--- src/rtl/conv_event_dispatcher.sv ---
// Pops spike events from the convolution event FIFO and expands each one into the
// in-bounds (out_x, out_y, kernel index) tuples of a KxK "same"-padded convolution.
module conv_event_dispatcher #(
  parameter int COORD_BITS  = 8,
  parameter int IMG_WIDTH   = 32,
  parameter int IMG_HEIGHT  = 32,
  parameter int KERNEL_SIZE = 3,
  localparam int KIDX_BITS  = (KERNEL_SIZE * KERNEL_SIZE > 1) ?
                              $clog2(KERNEL_SIZE * KERNEL_SIZE) : 1
) (
  input  logic                    clk,
  input  logic                    rst,
  output logic                    fifo_read_en,
  input  logic [2*COORD_BITS-1:0] fifo_read_data,
  input  logic                    fifo_empty,
  output logic                    out_valid,
  input  logic                    out_ready,
  output logic [COORD_BITS-1:0]   out_x,
  output logic [COORD_BITS-1:0]   out_y,
  output logic [KIDX_BITS-1:0]    out_kidx,
  output logic                    out_last,
  output logic                    drop_pulse,
  output logic                    busy
);

  localparam int R  = (KERNEL_SIZE - 1) / 2;
  localparam int AW = COORD_BITS + 1;

  localparam logic [AW-1:0] R_A     = AW'(R);
  localparam logic [AW-1:0] K_A     = AW'(KERNEL_SIZE);
  localparam logic [AW-1:0] K_MAX_A = AW'(KERNEL_SIZE - 1);
  localparam logic [AW-1:0] W_A     = AW'(IMG_WIDTH);
  localparam logic [AW-1:0] H_A     = AW'(IMG_HEIGHT);
  localparam logic [AW-1:0] W_MAX_A = AW'(IMG_WIDTH - 1);
  localparam logic [AW-1:0] H_MAX_A = AW'(IMG_HEIGHT - 1);

  typedef enum logic [1:0] {
    S_IDLE = 2'd0,
    S_WAIT = 2'd1,
    S_EMIT = 2'd2
  } state_e;

  state_e                 state_q, state_d;
  logic [COORD_BITS-1:0]  x_q, x_d, y_q, y_d;
  logic [AW-1:0]          kx_q, kx_d, ky_q, ky_d;
  logic [AW-1:0]          kx_lo_q, kx_lo_d, kx_hi_q, kx_hi_d;
  logic [AW-1:0]          ky_lo_q, ky_lo_d, ky_hi_q, ky_hi_d;
  logic                   out_valid_q, out_valid_d, out_last_q, out_last_d;
  logic                   drop_q, drop_d, busy_q, busy_d;
  logic [COORD_BITS-1:0]  out_x_q, out_x_d, out_y_q, out_y_d;
  logic [KIDX_BITS-1:0]   out_kidx_q, out_kidx_d;

  logic [AW-1:0]          rd_x, rd_y;
  logic [AW-1:0]          kx_lo_c, kx_hi_c, ky_lo_c, ky_hi_c;
  logic                   x_oob, y_oob;
  logic                   handshake;
  logic                   pop;
  logic                   emit_d;

  // Kernel bounds of the event on the FIFO read port; only meaningful in WAIT.
  assign rd_x    = {1'b0, fifo_read_data[COORD_BITS-1:0]};
  assign rd_y    = {1'b0, fifo_read_data[2*COORD_BITS-1:COORD_BITS]};
  assign x_oob   = (rd_x >= W_A);
  assign y_oob   = (rd_y >= H_A);
  assign kx_lo_c = ((rd_x + R_A) > W_MAX_A) ? (rd_x + R_A - W_MAX_A) : {AW{1'b0}};
  assign kx_hi_c = ((rd_x + R_A) < K_MAX_A) ? (rd_x + R_A) : K_MAX_A;
  assign ky_lo_c = ((rd_y + R_A) > H_MAX_A) ? (rd_y + R_A - H_MAX_A) : {AW{1'b0}};
  assign ky_hi_c = ((rd_y + R_A) < K_MAX_A) ? (rd_y + R_A) : K_MAX_A;

  // out_valid_q is only ever set in EMIT, so it doubles as the state qualifier.
  assign handshake = out_valid_q & out_ready;

  // Next-state, kernel walk and registered-output precomputation.
  always_comb begin
    state_d  = state_q;
    x_d      = x_q;
    y_d      = y_q;
    kx_d     = kx_q;
    ky_d     = ky_q;
    kx_lo_d  = kx_lo_q;
    kx_hi_d  = kx_hi_q;
    ky_lo_d  = ky_lo_q;
    ky_hi_d  = ky_hi_q;
    drop_d   = 1'b0;
    pop      = 1'b0;

    case (state_q)
      S_IDLE: begin
        if (!fifo_empty) begin
          pop     = 1'b1;
          state_d = S_WAIT;
        end else begin
          state_d = S_IDLE;
        end
      end
      S_WAIT: begin
        x_d = rd_x[COORD_BITS-1:0];
        y_d = rd_y[COORD_BITS-1:0];
        if (x_oob || y_oob) begin
          drop_d  = 1'b1;
          state_d = S_IDLE;
        end else begin
          kx_lo_d = kx_lo_c;
          kx_hi_d = kx_hi_c;
          ky_lo_d = ky_lo_c;
          ky_hi_d = ky_hi_c;
          kx_d    = kx_lo_c;
          ky_d    = ky_lo_c;
          state_d = S_EMIT;
        end
      end
      S_EMIT: begin
        if (handshake) begin
          if (out_last_q) begin
            if (!fifo_empty) begin
              pop     = 1'b1;
              state_d = S_WAIT;
            end else begin
              state_d = S_IDLE;
            end
          end else if (kx_q == kx_hi_q) begin
            kx_d = kx_lo_q;
            ky_d = ky_q + {{(AW-1){1'b0}}, 1'b1};
          end else begin
            kx_d = kx_q + {{(AW-1){1'b0}}, 1'b1};
          end
        end else begin
          state_d = S_EMIT;
        end
      end
      default: begin
        state_d = S_IDLE;
      end
    endcase

    fifo_read_en = pop & ~rst;

    // Outputs are registered from the post-transition walk position.
    emit_d      = (state_d == S_EMIT);
    out_valid_d = emit_d;
    busy_d      = (state_d != S_IDLE);
    if (emit_d) begin
      out_x_d    = COORD_BITS'({1'b0, x_d} + R_A - kx_d);
      out_y_d    = COORD_BITS'({1'b0, y_d} + R_A - ky_d);
      out_kidx_d = KIDX_BITS'(ky_d * K_A + kx_d);
      out_last_d = (ky_d == ky_hi_d) && (kx_d == kx_hi_d);
    end else begin
      out_x_d    = {COORD_BITS{1'b0}};
      out_y_d    = {COORD_BITS{1'b0}};
      out_kidx_d = {KIDX_BITS{1'b0}};
      out_last_d = 1'b0;
    end
  end

  // State and output registers with synchronous reset.
  always_ff @(posedge clk) begin
    if (rst) begin
      state_q     <= S_IDLE;
      x_q         <= {COORD_BITS{1'b0}};
      y_q         <= {COORD_BITS{1'b0}};
      kx_q        <= {AW{1'b0}};
      ky_q        <= {AW{1'b0}};
      kx_lo_q     <= {AW{1'b0}};
      kx_hi_q     <= {AW{1'b0}};
      ky_lo_q     <= {AW{1'b0}};
      ky_hi_q     <= {AW{1'b0}};
      out_valid_q <= 1'b0;
      out_last_q  <= 1'b0;
      drop_q      <= 1'b0;
      busy_q      <= 1'b0;
      out_x_q     <= {COORD_BITS{1'b0}};
      out_y_q     <= {COORD_BITS{1'b0}};
      out_kidx_q  <= {KIDX_BITS{1'b0}};
    end else begin
      state_q     <= state_d;
      x_q         <= x_d;
      y_q         <= y_d;
      kx_q        <= kx_d;
      ky_q        <= ky_d;
      kx_lo_q     <= kx_lo_d;
      kx_hi_q     <= kx_hi_d;
      ky_lo_q     <= ky_lo_d;
      ky_hi_q     <= ky_hi_d;
      out_valid_q <= out_valid_d;
      out_last_q  <= out_last_d;
      drop_q      <= drop_d;
      busy_q      <= busy_d;
      out_x_q     <= out_x_d;
      out_y_q     <= out_y_d;
      out_kidx_q  <= out_kidx_d;
    end
  end

  assign out_valid  = out_valid_q;
  assign out_last   = out_last_q;
  assign out_x      = out_x_q;
  assign out_y      = out_y_q;
  assign out_kidx   = out_kidx_q;
  assign drop_pulse = drop_q;
  assign busy       = busy_q;

endmodule

--- config.mk ---
export PLATFORM = sky130hd
export DESIGN_NAME = conv_event_dispatcher
export DESIGN_NICKNAME = d
export VERILOG_FILES = /design/src/rtl/conv_event_dispatcher.sv
export SDC_FILE = /design/constraint.sdc
export NUM_CORES = 1
export LEC_CHECK = 0
export ABC_AREA = 0
export CAP_MARGIN = 0
export CORE_ASPECT_RATIO = 1.2
export CORE_UTILIZATION = 40
export DETAILED_ROUTE_END_ITERATION = 10
export GPL_TIMING_DRIVEN = 0
export PLACE_DENSITY = 0.59
export SYNTH_ARGS = -nofsm -noshare
export SYNTH_HDL_FRONTEND = slang
export SYNTH_SLANG_ARGS = --single-unit
export TNS_END_PERCENT = 50
--- constraint.sdc ---
create_clock -name clk -period 7.85 [get_ports clk]
set_clock_uncertainty 0.1 [all_clocks]
set_input_delay 1.1775 -clock clk [delete_from_list [all_inputs] [get_ports clk]]
set_output_delay 1.1775 -clock clk [all_outputs]
set_load 0.02 [all_outputs]
Yosys cells after proc, flatten, opt, wreduce, memory -nomap -nowiden --
Cells that the tools add are included.
Operators by class: add/sub/neg operators 11, multipliers 1, $lt $le $gt $ge 6, eq/ne operators 6, muxes and demuxes 30, bitwise gates (word level) 6, reductions and logical operators 7
Operators with widths (count):
- $mux 9 | 16
- $pmux 9 s2 | 2
- $eq 9x9->1 | 3
- $add 8x1->9 const B | 2
- $add 9x1->9 const B | 2
- $gt 9x5->1 const B | 2
- $lt 9x2->1 const B | 2
- $sub 9x5->9 const B | 2
- $add 8x1->8 const B | 2
- $ge 8x6->1 const B | 2
- $mux 8 | 2
- $sub 8x8->8 | 2
- $mul 9x2->4 const B | 1
- $mux 2 | 3
- $pmux 2 s3 | 1
- $mux 1 | 5
- $add 4x4->4 | 1
- $eq 2x2->1 const B | 2
- $not 1->1 | 4
- $reduce_or 2->1 | 2
- $and 1x1->1 | 2
- $eq 2x1->1 const B | 1
- $logic_not 2->1 | 1
- $pmux 1 s2 | 1
- other kinds (4) | 4
Storage, ports and cells: register bits 87, input bits 20, output and inout bits 25, logic and storage cells 82

Longest topological paths before layout --
word-level depth 7, mapped depth 21, mapped depth without buffers 20

Worst setup path after synthesis --
OpenSTA, ideal clock, no wires.
kind input to register, from in fifo_read_data[0], to reg out_x_q[7] (netlist: out_x[7]), library setup time 0.118 ns, arrival 4.755 ns, path slack 2.877 ns, stages 19, path buffers 1, cell sequence buf_2 > inv_1 > ha_1 > nor3b_2 > or3b_2 > a2bb2oi_1 > a2111oi_1 > a221o_2 > inv_1 > ha_1 > ha_1 > fa_1 > a21o_1 > a21oi_1 > o21bai_1 > a21oi_1 > xnor2_1 > xnor2_1 > nor2_1
On the way: elaborated cells on any way between the ends 16
RTL lines:
- start, declared | line 14 | input logic [2*COORD_BITS-1:0] fifo_read_data,
- $add 8x1->9 | line 65 | assign kx_lo_c = ((rd_x + R_A) > W_MAX_A) ? (rd_x + R_A - W_MAX_A) : {AW{1'b0}};
- $sub 9x5->9 or $gt 9x5->1 (tied branches) | line 65
- $mux 9 | line 65
- $mux 9 * | line 99 | if (x_oob || y_oob) begin
- $pmux 9 s2 * | line 87 | case (state_q)
- named net kx_d[0] | line 45 | logic [AW-1:0] kx_q, kx_d, ky_q, ky_d;
- $sub 8x8->8 * | line 143 | out_x_d = COORD_BITS'({1'b0, x_d} + R_A - kx_d);
- end signal, assigned | line 171 | out_x_q <= {COORD_BITS{1'b0}};
- end signal, assigned | line 188 | out_x_q <= out_x_d;
- end, declared | line 50 | logic [COORD_BITS-1:0] out_x_q, out_x_d, out_y_q, out_y_d;
Mark *: on every way through the listed nets, which the timed path passes. The rest lies on a longest branch. A chain may end at the register's enable or synchronous reset.

Worst setup path in the final report --
from in fifo_read_data[13], to reg out_y_q[7] (netlist: out_y[7])
On the way: elaborated cells on any way between the ends 16
RTL lines:
- $add 8x1->9 | line 67 | assign ky_lo_c = ((rd_y + R_A) > H_MAX_A) ? (rd_y + R_A - H_MAX_A) : {AW{1'b0}};
- $gt 9x5->1 | line 67
- $mux 9 | line 67
- $mux 9 * | line 99
- $pmux 9 s2 * | line 87
- named net ky_d[1] | line 45
- $sub 8x8->8 * | line 144 | out_y_d = COORD_BITS'({1'b0, y_d} + R_A - ky_d);
- end signal, assigned | line 172 | out_y_q <= {COORD_BITS{1'b0}};
- end signal, assigned | line 189 | out_y_q <= out_y_d;
- end, declared | line 50
Marks and branches as above.

==> results.txt <==
Slew HR -> 0.230
Final RePlAce weighted congestion -> 0.937
DR vias -> 5348
PostCTS Resize Cnt -> 0
Reg2Reg Setup Slack -> 2.47 ns
Main synth FF type -> dfxtp_1
Post-synth top cells -> 87 x dfxtp_1, 63 x nor2_1, 49 x nand2_1
Mean Syn Cell Area -> 8.55 µm²
CTS tree -> yes
Worst-Skew Late Latency -> 0.36 ns
Worst Hold Depth -> 2
Slew Viols, Final -> 0
Final min period -> 5.91 ns
Max IR drop VDD -> 0.108 mV
Hold Path Sink -> kx_lo_q[0]
Reg2Reg Depth -> 21
Top cell type's share of synthesized area -> 0.293
Max FO, Critical Path -> 10
HP Start -> kx_lo_q[0]
CTS Buffer Depth -> 2
RSZ-0062 raised after global routing -> false
Arr. time, crit path -> 6.03 ns
Share of layout cells above drive strength 1 -> 0.0960
Count leader, synth -> dfxtp_1
CTS buffer count -> 9
# IOs -> 45
Synthesized cell area -> 5940 µm²
Htree depth -> 3
GRT overflow -> 0
Placed Area -> 6580 µm²
Post-synth EDFFs -> 0
DP HPWL -> 13600 µm
Cts hold-fix bufs -> 0
Initial drt markers -> 401
Dominant cell type by area after synthesis -> dfxtp_1
Reg2reg end -> out_y[7]
CTS clk-pin slew, worst paths -> 0.07 ns
DR vias/cell -> 5.63
ANT nets after route -> 0
Worst Hold Class -> reg2reg
Setup Total Neg Slack -> 0 ns
# diodes -> 0
Crit path kind -> in2reg
# setup viols final -> 0
Final hold violations -> 0
Crit Reg-Reg Startpoint -> state_q[0]
Syn_nets -> 761
DIE HEIGHT -> 136 µm
Placed cells -> 934
Die area -> 15400 µm²
Initial antenna violation count -> 0
Critical Path RT -> 7.98 ns
Syn-to-layout area delta -> 15.9%
Crit end category -> flip-flop
Drt wl/cell -> 18.7 µm
Area contributors post-synth -> dfxtp_1 29%, ha_1 8.6%, xnor2_1 4.9%, nor2_1 4.0%, nand2_1 3.1%
# Post-CTS Setup Buffers -> 0
Port Buf Inserts -> 39
Asr flop ratio synth -> 0
First-pass detailed-route iteration total -> 5
Core ar. -> 14500 µm²
Final core occ -> 0.476
Horiz. Die Dim -> 113 µm
Cell Rows -> 48
Initial core utilization -> 0.411
Lkg Pwr -> 2.68 nW
Final nets -> 811
YS warnings -> 0
Critical Path Start Type -> input pin
Final setup margin -> 1.94 ns
Outcome -> complete, no violations
Fmax -> 169 MHz
DRT Wirelength -> 17700 µm
First-pass GRT wire length -> 28000 µm
Worst-Margin Slew -> 1.15 ns
Clock Sinks -> 87
Syn Inst Count -> 695
Final period util -> 0.752
Synth Register Bits -> 87
Drt drc -> 0
Post-route cell area -> 6890 µm²
DP Worst Slack -> 1.69 ns
P per Cell Area -> 153 nW/µm²
Max Cap Viol -> 0
Non-filler instance count after layout -> 950
Total track usage -> 0.242
CTS root buffer -> clkbuf_16
Number of global-route vias before repair -> 5151
Largest net degree at the start of global routing -> 16
Seq/Total Area, Yosys -> 0.293
Post-synth cell types -> 83
[registers in the layout (all words and copies together), names as in the netlist]
register / cells
kx_hi_q: 9
kx_lo_q: 9
out_kidx: 4
busy: 1
ky_hi_q: 9
x_q: 8
drop_pulse: 1
out_last: 1
state_q: 2
kx_q: 9
ky_q: 9
out_y: 8
out_x: 8
out_valid: 1
y_q: 8
[per-layer routing]
| metal | global-route usage | wire length (µm) | up-vias | part of all wire |
|---|---|---|---|---|
| met3 | 0.0403 | 965 | 46 | 0.054 |
| met1 | 0.296 | 7650 | 2515 | 0.43 |
| met4 | 0.128 | 747 | 0 | 0.042 |
| met5 | 0 | 0 | - | 0 |
| met2 | 0.407 | 8380 | 194 | 0.47 |
| li1 | - | - | 2593 | - |
[metrics by stage]
step	total power, W	hold slack [ns]
floorplan	0.000573	0.329
global placement	0.000612	0.346
detailed placement	0.000614	0.345
CTS	0.00106	0.359
global route	0.00110	0.385
finish	0.00106	0.358
[power breakdown]
part	total [W]	internal (W)	switching, W
registers	0.000449	0.000446	0.00000237
logic	0.000156	0.0000688	0.0000877
clock network	0.000451	0.000257	0.000194
[kinds of logic after synthesis]
| family | count (synthesis) | share of synthesized area |
|---|---|---|
| adder cells (fa/ha/maj) | 46 | 0.103 |
| buffers and inverters | 73 | 0.0499 |
| XOR/XNOR | 44 | 0.0699 |
| AND/OR/NAND/NOR | 273 | 0.259 |
| AO/OA/AOI/OAI | 144 | 0.173 |
| flip-flops | 87 | 0.293 |
| multiplexers | 28 | 0.0516 |
[final cells by class]
type | instances | area (µm²)
flip-flops and latches | 87 | 1740
fillers | 1421 | 7580
inverters | 35 | 131
clock buffers | 10 | 239
plain buffers | 38 | 165
repair buffers | 39 | 390
well taps | 200 | 250
clock inverters | 6 | 67.6
multi-input cells | 535 | 3910
[worst max-delay path: stages]
cell and delay (ns):
clkdlybuf4s50_1 0.64, nor3_4 0.12, a31oi_1 0.93, clkbuf_1 0.58, a22oi_1 0.18, o21ai_1 0.41, ha_1 0.36, inv_1 0.06
ha_1 0.17, inv_1 0.06, fa_1 0.37, nor2b_1 0.16, o21ai_0 0.09, nand2b_1 0.11, a21o_1 0.14, a21oi_1 0.07
xnor2_1 0.19, xnor2_1 0.14, nor2_1 0.07
[layout by cell type, fill, tap and decap left out, types with 24 or more instances in the layout]
| master | instances |
|---|---|
| nor2_1 | 63 |
| xnor2_1 | 33 |
| a21oi_1 | 31 |
| clkdlybuf4s50_1 | 39 |
| ha_1 | 41 |
| dfxtp_1 | 87 |
| nand3_1 | 26 |
| nand2_1 | 49 |
| and2_1 | 24 |
| inv_1 | 34 |
[worst max-delay path by stage]
stage | startpoint | end | slack, ns
after floorplan | fifo_read_data[0] | out_x[7] | 2.88
after global placement | fifo_read_data[13] | out_y[7] | 1.67
after detailed placement | fifo_read_data[13] | out_y[7] | 1.69
after CTS | fifo_read_data[13] | out_y[7] | 2.05
after global routing | out_ready | out_kidx[3] | 1.84
final | fifo_read_data[13] | out_y[7] | 1.94
Note: power is estimated with default switching activity, not from simulation.
